`src/rtl/colproc_pkg.sv`:
```
// Shared types and constants for the colour-processing write path.
//   PIX_PAIR_W   : width of a processed pixel pair {pix1, pix0}
//   ZBT_ADDR_W   : ZBT bank address width
//   H_TOTAL_LAST : last horizontal count of a line (wrap point)
//   V_TOTAL_LAST : last vertical count of a frame (wrap point)
//   wr_entry_t   : one queued ZBT write {addr, data}
//   wr_state_t   : writer FSM state
package colproc_pkg;

  localparam int PIX_PAIR_W   = 36;
  localparam int ZBT_ADDR_W   = 19;
  localparam int H_TOTAL_LAST = 1048;
  localparam int V_TOTAL_LAST = 805;

  typedef struct packed {
    logic [ZBT_ADDR_W-1:0] addr;
    logic [PIX_PAIR_W-1:0] data;
  } wr_entry_t;

  typedef enum logic [0:0] {
    WR_IDLE  = 1'b0,
    WR_ISSUE = 1'b1
  } wr_state_t;

endpackage

```
`src/rtl/proc_fifo.sv`:
```
// Synchronous FIFO of wr_entry_t with registered occupancy.
// Ports:
//   clk, reset : clock, synchronous active-high reset
//   push       : write wr_data (accepted when not full, or when popping)
//   pop        : consume the head (caller guarantees !empty)
//   wr_data    : entry to write
//   rd_data    : head entry (valid when !empty)
//   full/empty : status derived from the registered count
//   count      : occupancy after the last edge
// Handshake: an entry is transferred on push when the FIFO can accept it,
// and on pop when the FIFO is not empty; both may happen in one cycle,
// including when full (the popped slot is reused by the push).
module proc_fifo
  import colproc_pkg::*;
#(
  parameter int DEPTH = 4
) (
  input  logic                     clk,
  input  logic                     reset,
  input  logic                     push,
  input  logic                     pop,
  input  wr_entry_t                wr_data,
  output wr_entry_t                rd_data,
  output logic                     full,
  output logic                     empty,
  output logic [$clog2(DEPTH):0]   count
);

  localparam int AW = $clog2(DEPTH);
  localparam int CW = AW + 1;

  wr_entry_t         mem [DEPTH];
  logic [AW-1:0]     wr_ptr;
  logic [AW-1:0]     rd_ptr;
  logic              do_push;
  logic              do_pop;

  assign full    = (count == CW'(DEPTH));
  assign empty   = (count == '0);
  assign do_pop  = pop && !empty;
  assign do_push = push && (!full || do_pop);
  assign rd_data = mem[rd_ptr];

  always_ff @(posedge clk) begin
    if (do_push) begin
      mem[wr_ptr] <= wr_data;
    end
  end

  always_ff @(posedge clk) begin
    if (reset) begin
      wr_ptr <= '0;
      rd_ptr <= '0;
      count  <= '0;
    end else begin
      if (do_push) wr_ptr <= wr_ptr + AW'(1);
      if (do_pop)  rd_ptr <= rd_ptr + AW'(1);
      case ({do_push, do_pop})
        2'b10:   count <= count + CW'(1);
        2'b01:   count <= count - CW'(1);
        default: count <= count;
      endcase
    end
  end

endmodule

```
`src/rtl/proc_zbt_writer.sv`:
```
// Captures processed pixel pairs on every address change, queues them and
// drains them into ZBT bank 1 during arbiter-granted write slots. The ZBT
// takes data ZBT_LAT cycles after its address, so popped data travels down
// a delay line while the address goes out immediately.
// Optional feature macro: BLANK_SKIP_EN -- suppress capture while the
// forecast position (hcount_f, vcount_f) lies in blanking.
// Ports:
//   clk, reset      : clock, synchronous active-high reset
//   hcount, vcount  : current raster position (used with BLANK_SKIP_EN)
//   two_proc_pixs   : processed pixel pair {pix1, pix0}
//   proc_pix_addr   : ZBT address of that pair
//   wr_slot         : bank 1 granted to this block this cycle
//   clr_overflow    : clears the sticky overflow flag
//   mem_we/mem_addr : ZBT write command (one cycle per write)
//   mem_write_data  : ZBT write data, ZBT_LAT cycles after mem_addr
//   fifo_count      : queue occupancy
//   overflow        : sticky, a pair was dropped on a full queue
module proc_zbt_writer
  import colproc_pkg::*;
#(
  parameter int DEPTH    = 4,
  parameter int ZBT_LAT  = 2,
  parameter int H_ACTIVE = 1024,
  parameter int V_ACTIVE = 768
) (
  input  logic                    clk,
  input  logic                    reset,
  input  logic [10:0]             hcount,
  input  logic [9:0]              vcount,
  input  logic [PIX_PAIR_W-1:0]   two_proc_pixs,
  input  logic [ZBT_ADDR_W-1:0]   proc_pix_addr,
  input  logic                    wr_slot,
  input  logic                    clr_overflow,
  output logic                    mem_we,
  output logic [ZBT_ADDR_W-1:0]   mem_addr,
  output logic [PIX_PAIR_W-1:0]   mem_write_data,
  output logic [$clog2(DEPTH):0]  fifo_count,
  output logic                    overflow
);

  logic [ZBT_ADDR_W-1:0] last_addr;
  logic                  capture_en;
  logic                  push;
  logic                  pop;
  logic                  drop;
  logic                  full;
  logic                  empty;
  wr_entry_t             head;
  wr_entry_t             new_entry;
  wr_state_t             wr_state;

  // Data delay line: stage k holds data popped k+1 edges ago.
  logic [PIX_PAIR_W-1:0] dpipe [ZBT_LAT];
  logic [ZBT_LAT-1:0]    vpipe;

`ifdef BLANK_SKIP_EN
  logic [10:0] hcount_f;
  logic [9:0]  vcount_f;

  // Same +8 forecast as the colour-processing stage; past the last
  // horizontal count the forecast restarts at 0 on the next line.
  always_comb begin
    hcount_f = hcount + 11'd8;
    vcount_f = vcount;
    if (32'(hcount) >= H_TOTAL_LAST) begin
      hcount_f = hcount - 11'(H_TOTAL_LAST);
      vcount_f = (32'(vcount) == V_TOTAL_LAST) ? '0 : vcount + 10'd1;
    end
  end

  assign capture_en = (32'(hcount_f) < H_ACTIVE) && (32'(vcount_f) < V_ACTIVE);
`else
  logic unused_blank;
  assign unused_blank = ^{hcount, vcount, 32'(H_ACTIVE), 32'(V_ACTIVE)};
  assign capture_en   = 1'b1;
`endif

  // A suppressed cycle leaves last_addr alone, so the same address can
  // still be captured once it is back in the active area.
  assign push      = (proc_pix_addr != last_addr) && capture_en;
  assign pop       = wr_slot && !empty;
  assign drop      = push && full && !pop;
  assign new_entry = '{addr: proc_pix_addr, data: two_proc_pixs};

  proc_fifo #(.DEPTH(DEPTH)) u_fifo (
    .clk     (clk),
    .reset   (reset),
    .push    (push),
    .pop     (pop),
    .wr_data (new_entry),
    .rd_data (head),
    .full    (full),
    .empty   (empty),
    .count   (fifo_count)
  );

  // Capture and overflow. A dropped pair still updates last_addr: the
  // pixel is lost rather than retried.
  always_ff @(posedge clk) begin
    if (reset) begin
      last_addr <= '1;
      overflow  <= 1'b0;
    end else begin
      if (push) last_addr <= proc_pix_addr;
      if (drop)              overflow <= 1'b1;
      else if (clr_overflow) overflow <= 1'b0;
    end
  end

  // Writer FSM: WR_ISSUE is the cycle in which a write command is on the bus.
  always_ff @(posedge clk) begin
    if (reset) begin
      wr_state <= WR_IDLE;
      mem_we   <= 1'b0;
      mem_addr <= '0;
    end else begin
      case (wr_state)
        WR_IDLE:  wr_state <= pop ? WR_ISSUE : WR_IDLE;
        WR_ISSUE: wr_state <= pop ? WR_ISSUE : WR_IDLE;
        default:  wr_state <= WR_IDLE;
      endcase
      mem_we <= pop;
      if (pop) mem_addr <= head.addr;
    end
  end

  // Data delay line; reset drops in-flight data so nothing emerges later.
  always_ff @(posedge clk) begin
    if (reset) begin
      vpipe          <= '0;
      mem_write_data <= '0;
      for (int k = 0; k < ZBT_LAT; k++) dpipe[k] <= '0;
    end else begin
      vpipe[0] <= pop;
      dpipe[0] <= head.data;
      for (int k = 1; k < ZBT_LAT; k++) begin
        vpipe[k] <= vpipe[k-1];
        dpipe[k] <= dpipe[k-1];
      end
      if (vpipe[ZBT_LAT-1]) mem_write_data <= dpipe[ZBT_LAT-1];
    end
  end

endmodule

```
`config.mk`:
```
export PLATFORM = sky130hd
export DESIGN_NAME = proc_zbt_writer
export DESIGN_NICKNAME = d
export VERILOG_FILES = /design/src/rtl/colproc_pkg.sv /design/src/rtl/proc_fifo.sv /design/src/rtl/proc_zbt_writer.sv
export SDC_FILE = /design/constraint.sdc
export NUM_CORES = 1
export LEC_CHECK = 0
export ABC_AREA = 1
export BUFFER_PORTS_ARGS = -buffer_cell sky130_fd_sc_hd__buf_2
export CAP_MARGIN = 40
export CORE_UTILIZATION = 58
export DETAILED_ROUTE_END_ITERATION = 10
export PLACE_DENSITY = 0.79
export SETUP_SLACK_MARGIN = 0.4
export SYNTH_ARGS = -nofsm -noshare
export SYNTH_HDL_FRONTEND = slang
export SYNTH_SLANG_ARGS = --single-unit
```
`constraint.sdc`:
```
create_clock -name clk -period 4.9 [get_ports clk]
set_input_delay 0.245 -clock clk [delete_from_list [all_inputs] [get_ports clk]]
set_output_delay 0.245 -clock clk [all_outputs]
set_load 0.1 [all_outputs]
```
[After elaboration in Yosys (flattened, before gate mapping)]
Memories as Yosys holds them, arrays and structs flattened. A register that Yosys moved wholly into a read port is not among the register bits.
Cells that the tools add are included.
Cells by class
  add/sub/neg operators: 4
  eq/ne operators: 4
  mux-type cells: 12
  bitwise operators: 2
  reductions and logical operators: 12
Operators with widths (number)
  36-bit 2-to-1 mux: 2
  19-bit inequality test: 1
  1-bit 2-to-1 mux: 7
  3-bit case mux with 2 select lines: 1
  1-bit logical AND: 5
  2-bit by 1-bit adder with 2-bit output, second input constant: 2
  2-bit 2-to-1 mux: 2
  2-bit nonzero test: 2
  3-bit by 1-bit adder with 3-bit output, second input constant: 1
  3-bit equality test, second input constant: 1
  1-bit zero test: 3
  3-bit zero test: 1
  3-bit by 1-bit subtractor with 3-bit output, second input constant: 1
  2-bit by 1-bit equality test with 1-bit output, second input constant: 1
  2-bit equality test, second input constant: 1
  1-bit bitwise OR: 2
  1-bit logical OR: 1
Storage, ports and cells
  register bits after elaboration: 49
  logic and storage cells: 44
  output and inout port bits: 60
  memories: 2
  memory bits (writable): 292
Memories
  u_fifo.mem: depth 4, bits a word 55, rd ports 1, clocked after memory_dff 1, wr ports 1, line proc_fifo.sv:32  | wr_entry_t mem [DEPTH];
  dpipe: depth 2, bits a word 36, rd ports 2, clocked after memory_dff 1, wr ports 2, line proc_zbt_writer.sv:53  | logic [PIX_PAIR_W-1:0] dpipe [ZBT_LAT];

[Logic depth before layout (Yosys ltp)]
Gate-level depths: netlist of the first run.
  depth after elaboration: 8
  depth in mapped cells: 15
  depth with buffers taken out: 15

[Cells and area by module]
Synthesis of the first run repeated with hierarchy kept, for this count alone.
Second synthesis, totals
  cell total of the unflattened synthesis: 1208
  area, all modules: 13515.5 um2
By module, submodules not included
  proc_fifo: area each 8642.0 um2, times used 1, cells an instance 599
  proc_zbt_writer: area each 4873.4 um2, times used 1, cells an instance 609

[Worst setup path after synthesis of the first run]
OpenSTA, ideal clock, no wires.
  path kind: register -> register
  start point: reg u_fifo.count[0]
  end point: mem u_fifo.mem[0][0] in the netlist's numbering (enable)
  arrival time: 3846 ps
  setup time: 468 ps
  setup slack: 586 ps
  cell stages (with the launch flop): 5
  buffers on the path: 0
  cell sequence: dfxtp_1 nor2_1 nand3_1 nand2_2 nor2_1
On the way
  longest elaborated chain between the ends: 8
  elaborated cells between the ends (all ways): 10
  those cells by class: eq/ne: 1; mux: 2; reduce/logical: 7
RTL lines
  start: declaration: line proc_fifo.sv:26  | output logic [$clog2(DEPTH):0] count
  start signal: assignment: line proc_fifo.sv:59  | 2'b10: count <= count + CW'(1);
  start signal: assignment: line proc_fifo.sv:60  | 2'b01: count <= count - CW'(1);
  start signal: assignment: line proc_fifo.sv:61  | default: count <= count;
  3-bit zero test: line proc_fifo.sv:39  | assign empty = (count == '0);
  1-bit zero test: line proc_fifo.sv:40, proc_zbt_writer.sv:81
  1-bit logical AND: line proc_zbt_writer.sv:81  | assign pop = wr_slot && !empty;
  1-bit logical AND: line proc_fifo.sv:40  | assign do_pop = pop && !empty;
  1-bit logical OR (*): line proc_fifo.sv:41  | assign do_push = push && (!full || do_pop);
  1-bit logical AND (*): line proc_fifo.sv:41
  1-bit 2-to-1 mux (*): line proc_fifo.sv:45  | if (do_push) begin
  1-bit 2-to-1 mux (implied by the code) (*): line proc_fifo.sv:46  | mem[wr_ptr] <= wr_data;
  end: declaration: line proc_fifo.sv:32
Every way passes the cells marked *; elsewhere a longest branch is shown, timed or not.

[Worst setup path after layout of the first run]
  start point: in proc_pix_addr[5]
  end point: mem u_fifo.mem[3][46] in the netlist's numbering (enable)
On the way
  longest elaborated chain between the ends: 4
RTL lines
  start: declaration: line proc_zbt_writer.sv:31  | input logic [ZBT_ADDR_W-1:0] proc_pix_addr,
  19-bit inequality test: line proc_zbt_writer.sv:80  | assign push = (proc_pix_addr != last_addr) && capture_en;
  1-bit logical AND: line proc_fifo.sv:41
  1-bit 2-to-1 mux: line proc_fifo.sv:45
  1-bit 2-to-1 mux (implied by the code): line proc_fifo.sv:46
No other way between the ends.

==> qor.txt, run 1 <==
status -> completed
setup TNS -> 0 ns
drt initial violations -> 532
commonest non-fill, non-tap cell in the layout -> nor2_1
Root Buffer -> clkbuf_16
fin area -> 16100 sq um
Final setup viols -> 0
crit path max fanout -> 22
Net Count, Synth -> 1317
total number of vias -> 9032
Setup Crit Path Kind -> in2reg
Core ar. -> 22700 sq um
R2R Path End -> u_fifo.mem[3][46]
Crit-path slowest cell -> dlygate4sd3_1
Crit. Startpoint -> proc_pix_addr[5]
final net count -> 1480
Crit. End Element -> register
most frequent cells in the layout -> nor2_1 (352), edfxtp_1 (220), o21ai_0 (171), dfxtp_1 (156), buf_2 (117)
CP top delay family -> buffers and inverters
Hold Violations, Final -> 0
Site Rows -> 55
fin crit period -> 2.48 ns
crit path DAT -> 2.65 ns
count of clock tree sinks -> 378
synth warn -> 0
crit path buf inv count -> 4
Avg Cell Area, Syn -> 10.9 sq um
post-synthesis cell type count -> 23
Worst slew margin -> 47.7%
wirelength, routed -> 27600 um
pwr/cell area -> 506 nW/um^2
routability cong. -> 0.768
type of origin of the critical path -> primary input
wire per inst -> 16.2 um
first-pass GRT wire length -> 44300 um
Leak -> 6.60 nW
DR DRC count -> 0
Chip Height -> 154 um
most used cell, CP -> nand2_1
CTS max path bufs -> 3
DP HPWL -> 15400 um
worst slew pin tran -> 0.784 ns
Max-Cap Viols -> 0
Req. time, crit path -> 5.07 ns
ANT nets after route -> 0
sequential share of the synthesized area -> 72.7%
CP Depth -> 12
Worst Setup EP -> u_fifo.mem[3][46]
Total Power -> 0.00814 W
number of vias per cell -> 5.28
r2r startpoint -> last_addr[5]
Hold/Removal Path Class -> in2reg
FF-to-FF setup slack -> 2.59 ns
Placed Area -> 14400 sq um
GRT Residual Overflow -> 0
I/O Pins -> 140
Starting Density -> 59.2%
clk_skew -> 0.0255 ns
vias in the first global route -> 8916
Horiz. Die Dim -> 154 um
hold path startpoint -> proc_pix_addr[2]
CTS tree -> built
Final Max Tran Viols -> 0
first-pass iteration count of the detailed router -> 5
r2r worst-path depth -> 9
RSZ-0062 raised after global routing -> no
fmax -> 403 MHz
Worst-path clk slew -> 0.06 ns
fraction of layout cells with a size suffix above 1 -> 15.0%
post-synthesis cell count -> 1232
CTS H-tree lvls -> 2
largest net degree at the start of global routing -> 71
Peak VDD IR -> 0.327 mV
port bufs -> 118
CP max stage delay -> 0.55 ns
Synth Cell Area -> 13400 sq um
Tot GR Track Use -> 23.9%
Final period util -> 50.6%
Layout area overhead -> 19.6%
TritonCTS Buffers -> 37
synthesis-stage register bit count -> 378
clock latency on the worst-skew pair -> 0.52 ns
die area -> 23800 sq um
CP cell instances -> dlygate4sd3_1 -> buf_2 -> inv_1 -> nand2_1 -> nand2_1 -> nor2_1 -> nand2_1 -> nor2_2 -> nand3_1 -> nand2_2 -> nor2_4 -> buf_4
initial antenna violation count -> 0
## synthesized netlist by cell type, drive strengths merged
library cell    n  area share, %
clkinv          1          0.028
nor2          358             10
xnor2           4           0.26
or2             3           0.14
ha              4           0.37
a31oi          19           0.88
fa              1           0.15
o21ai         171            6.4
dfxtp         158             24
a21oi          44            1.7
nand4           4           0.23
edfxtp        220             49
inv            87            2.4
nand3           8           0.30
clkbuf         41            1.1
buf            22           0.74
nand2          87            2.5
## state kept, by name, indices dropped and copies added (netlist names), named ones only
register and count:
u_fifo.mem 220, dpipe 72, mem_write_data 36, last_addr 19, mem_addr 19, u_fifo.count 3
u_fifo.rd_ptr 2, u_fifo.wr_ptr 2, vpipe 2, overflow 1
## metrics by stage
step | instances | hold WS [ns] | worst slack (ns) | util [%]
4_1_cts | 1708 | 0.00273 | 2.43 | 70.8
2_1_floorplan | 1232 | 0.327 | 0.586 | -
3_5_place_dp | 1592 | 0.392 | 2.44 | 63.6
5_1_grt | 1708 | 0.00554 | 2.30 | 70.8
3_3_place_gp | 1586 | 0.389 | 2.06 | 62.9
6_report | 1709 | 0.0167 | 2.42 | 70.8
## cells by family after synthesis
logic type / synth area share, %
and+or+nand+nor: 13.2
DFF: 72.7
AOI/OAI and AO/OA: 8.97
buffers and inverters: 4.34
adders and majority gates: 0.521
xor gates and xnor gates: 0.261
## report_power, final
part / internal (W) / total (W) / switching (W)
Clock: 0.00152 / 0.00264 / 0.00112
Sequential: 0.00378 / 0.00392 / 0.000147
Combinational: 0.000365 / 0.00157 / 0.00121
## worst reg2reg max path, delay by kind of cell (launching register included)
family / cells / cell delay (ns)
flops: 1 / 0.35
buf+inv: 1 / 0.45
simple gates: 8 / 1.16
## worst min path at each step
stage	endpoint	slack (ns)	depth (start not counted)
after floorplan	last_addr[14]	0.33	2
after global placement	dpipe[1][13]	0.39	2
after detailed placement	dpipe[1][6]	0.39	2
after CTS	u_fifo.mem[2][53]	0.003	1
after global routing	u_fifo.mem[3][45]	0.006	1
final	last_addr[2]	0.02	3
## timing repair
item,in CTS,in global routing
hold endpoints to repair,201,0
gates resized for setup,0,0
hold buffers,49,0
setup endpoints to repair,0,0
buffers inserted,0,0
## layout make-up
type	count	area, sq um
flip-flops and latches	378	9770
fillers	1551	6640
inverters	88	330
well taps	285	357
clock buffers	46	1010
clock inverters	21	134
multi-input cells	703	3120
repair buffers	187	1350
diodes	1	2.50
## layer usage
metal  wire length, um  share of wire (%)  up-vias  global-route usage, %
li1                  -                  -     4419                      -
met3              1410                5.1       63                   3.89
met1             11300                 41     4275                   28.8
met5                 0                  0        -                      0
met2             14100                 51      275                   42.7
met4               825                3.0        0                   10.0
No activity file was read; power rests on OpenSTA's default activity.
==> run 2: changes to the inputs <==
Clock period 4.9 ns to 2.4 ns, I/O delays scaled along.
==> run 2 against run 1 <==
Against the previous run: combinational power increased by 110%; clock skew decreased by 0.0049 ns; global-route usage about the same; final cell count increased by 1.2%; register-to-register slack got worse by 2.1 ns; non-clock buffer count increased by 21; clock power increased by 100%; first-iteration DRC count increased by 19%; via count decreased by 0.13%.
==> qor.txt, run 2 (synthesis results as in run 1) <==
status -> completed
first-pass GRT wire length -> 44300 um
pwr/cell area -> 1020 nW/um^2
largest net degree at the start of global routing -> 72
Layout area overhead -> 22.0%
Horiz. Die Dim -> 154 um
crit path max fanout -> 17
vias in the first global route -> 8927
FF-to-FF setup slack -> 0.50 ns
DR DRC count -> 0
most frequent cells in the layout -> nor2_1 (350), edfxtp_1 (220), o21ai_0 (171), dfxtp_1 (153), buf_2 (118)
count of clock tree sinks -> 378
type of origin of the critical path -> primary input
Root Buffer -> clkbuf_16
commonest non-fill, non-tap cell in the layout -> nor2_1
Final period util -> 80.5%
Worst Setup EP -> u_fifo.mem[3][4]
Peak VDD IR -> 0.833 mV
clock latency on the worst-skew pair -> 0.52 ns
Total Power -> 0.0167 W
Hold Violations, Final -> 0
Setup Crit Path Kind -> in2reg
clk_skew -> 0.0205 ns
total number of vias -> 9020
Hold/Removal Path Class -> in2reg
fmax -> 517 MHz
R2R Path End -> u_fifo.mem[3][4]
fraction of layout cells with a size suffix above 1 -> 16.1%
CTS max path bufs -> 3
GRT busiest layer -> met2
ANT nets after route -> 0
Starting Density -> 59.2%
routability cong. -> 0.816
DP HPWL -> 15400 um
met3 Use GR -> 4.31%
die area -> 23800 sq um
RSZ-0062 raised after global routing -> yes
Chip Height -> 154 um
wirelength, routed -> 27700 um
first-pass iteration count of the detailed router -> 6
Leak -> 6.73 nW
WHS Path Cells -> 6
Worst-path clk slew -> 0.06 ns
Max-Cap Viols -> 0
worst slew pin tran -> 0.565 ns
CP max stage delay -> 0.56 ns
Crit. Startpoint -> proc_pix_addr[4]
Largest Register -> u_fifo.mem
port bufs -> 118
r2r startpoint -> last_addr[15]
CTS tree -> built
TritonCTS Buffers -> 37
r2r worst-path depth -> 12
initial antenna violation count -> 0
Req. time, crit path -> 2.62 ns
met2 Use GR -> 42.9%
Final Max Tran Viols -> 0
final net count -> 1502
Tot GR Track Use -> 23.9%
wire per inst -> 16.0 um
CTS H-tree lvls -> 2
Crit. End Element -> register
max reg flops -> 220
CP cell instances -> dlygate4sd3_1 -> buf_2 -> inv_2 -> nand2_2 -> nand2_1 -> nor2_1 -> nand2_1 -> nor2_4 -> nand3_4 -> nand2_4 -> buf_12 -> nor2_4 -> buf_16 -> clkbuf_16
Crit-path slowest cell -> dlygate4sd3_1
Final setup viols -> 0
GRT Residual Overflow -> 0
Worst slew margin -> 62.4%
antenna cells -> 0
Core ar. -> 22700 sq um
number of vias per cell -> 5.21
drt initial violations -> 633
largest registers -> u_fifo.mem: 220 flops, dpipe: 72 flops, mem_write_data: 36 flops
crit path DAT -> 2.15 ns
fin crit period -> 1.93 ns
GR Util met1 -> 29.2%
I/O Pins -> 140
Site Rows -> 55
setup TNS -> 0 ns
run 2: cell types whose count changed in the layout (fill, tap and decap cells not counted), moves of 2 or more:
cell           before  now
buf_12              1    8
buf_4              15   20
clkbuf_1            5   12
clkinv_1           12    6
dfxtp_1           156  153
dfxtp_4             1    3
dlygate4sd3_1      49   57
nand3_1             8    6
nor2_1            352  350
nor2_4              4    8
run 2: metal layers:
layer | wire length (um) | vias to the layer above
li1 | - | 4460
met1 | 11400 | 4261
met2 | 14100 | 247
met3 | 1500 | 52
met4 | 633 | 0
met5 | 0 | -
run 2: worst max-delay path: cells and delay by family:
family	cells	cell delay, ns
AND/OR/NAND/NOR	8	0.64
buffers and inverters	6	1.36
run 2: timing repair:
action | CTS | global route
setup buffers | 5 | 4
gates resized for setup | 2 | 5
pin swaps | 3 | 4
endpoints found under the setup margin | 128 | 135
endpoints found under the hold margin | 247 | 0
gates cloned | 1 | 1
hold buffers | 57 | 0
run 2: how the worst min path moves through the flow:
stage                                   end         startpoint
final                              overflow            wr_slot
after global routing               overflow            wr_slot
after CTS                          overflow            wr_slot
after detailed placement  u_fifo.mem[2][34]  two_proc_pixs[34]
after global placement    u_fifo.mem[0][13]  two_proc_pixs[13]
after floorplan               last_addr[14]  proc_pix_addr[14]
run 2: where the power goes:
part | internal [W] | total [W] | switching (W)
Sequential | 0.00771 | 0.00802 | 0.000304
Combinational | 0.000810 | 0.00330 | 0.00249
Clock | 0.00314 | 0.00541 | 0.00227
Total | 0.0117 | 0.0167 | 0.00506
run 2: area by class of cell:
class | instances | area, sq um
multi-input combinational | 704 | 3170
timing repair buffer | 208 | 1610
fill | 1498 | 6310
sequential | 378 | 9780
inverter | 88 | 330
tap | 285 | 357
clock inverter | 14 | 110
clock buffer | 53 | 1040
run 2: per-stage QoR:
stage	area (sq um)	std cells	utilization (%)	setup WS, ns	hold slack (ns)
after floorplan	13500	1232	-	0.287	0.202
after global placement	14400	1591	63.4	0.0104	0.332
after detailed placement	14500	1595	63.9	0.122	0.334
after CTS	16300	1725	71.7	0.421	0.229
after global routing	16400	1730	72.2	0.364	0.314
final	16400	1730	72.2	0.467	0.227
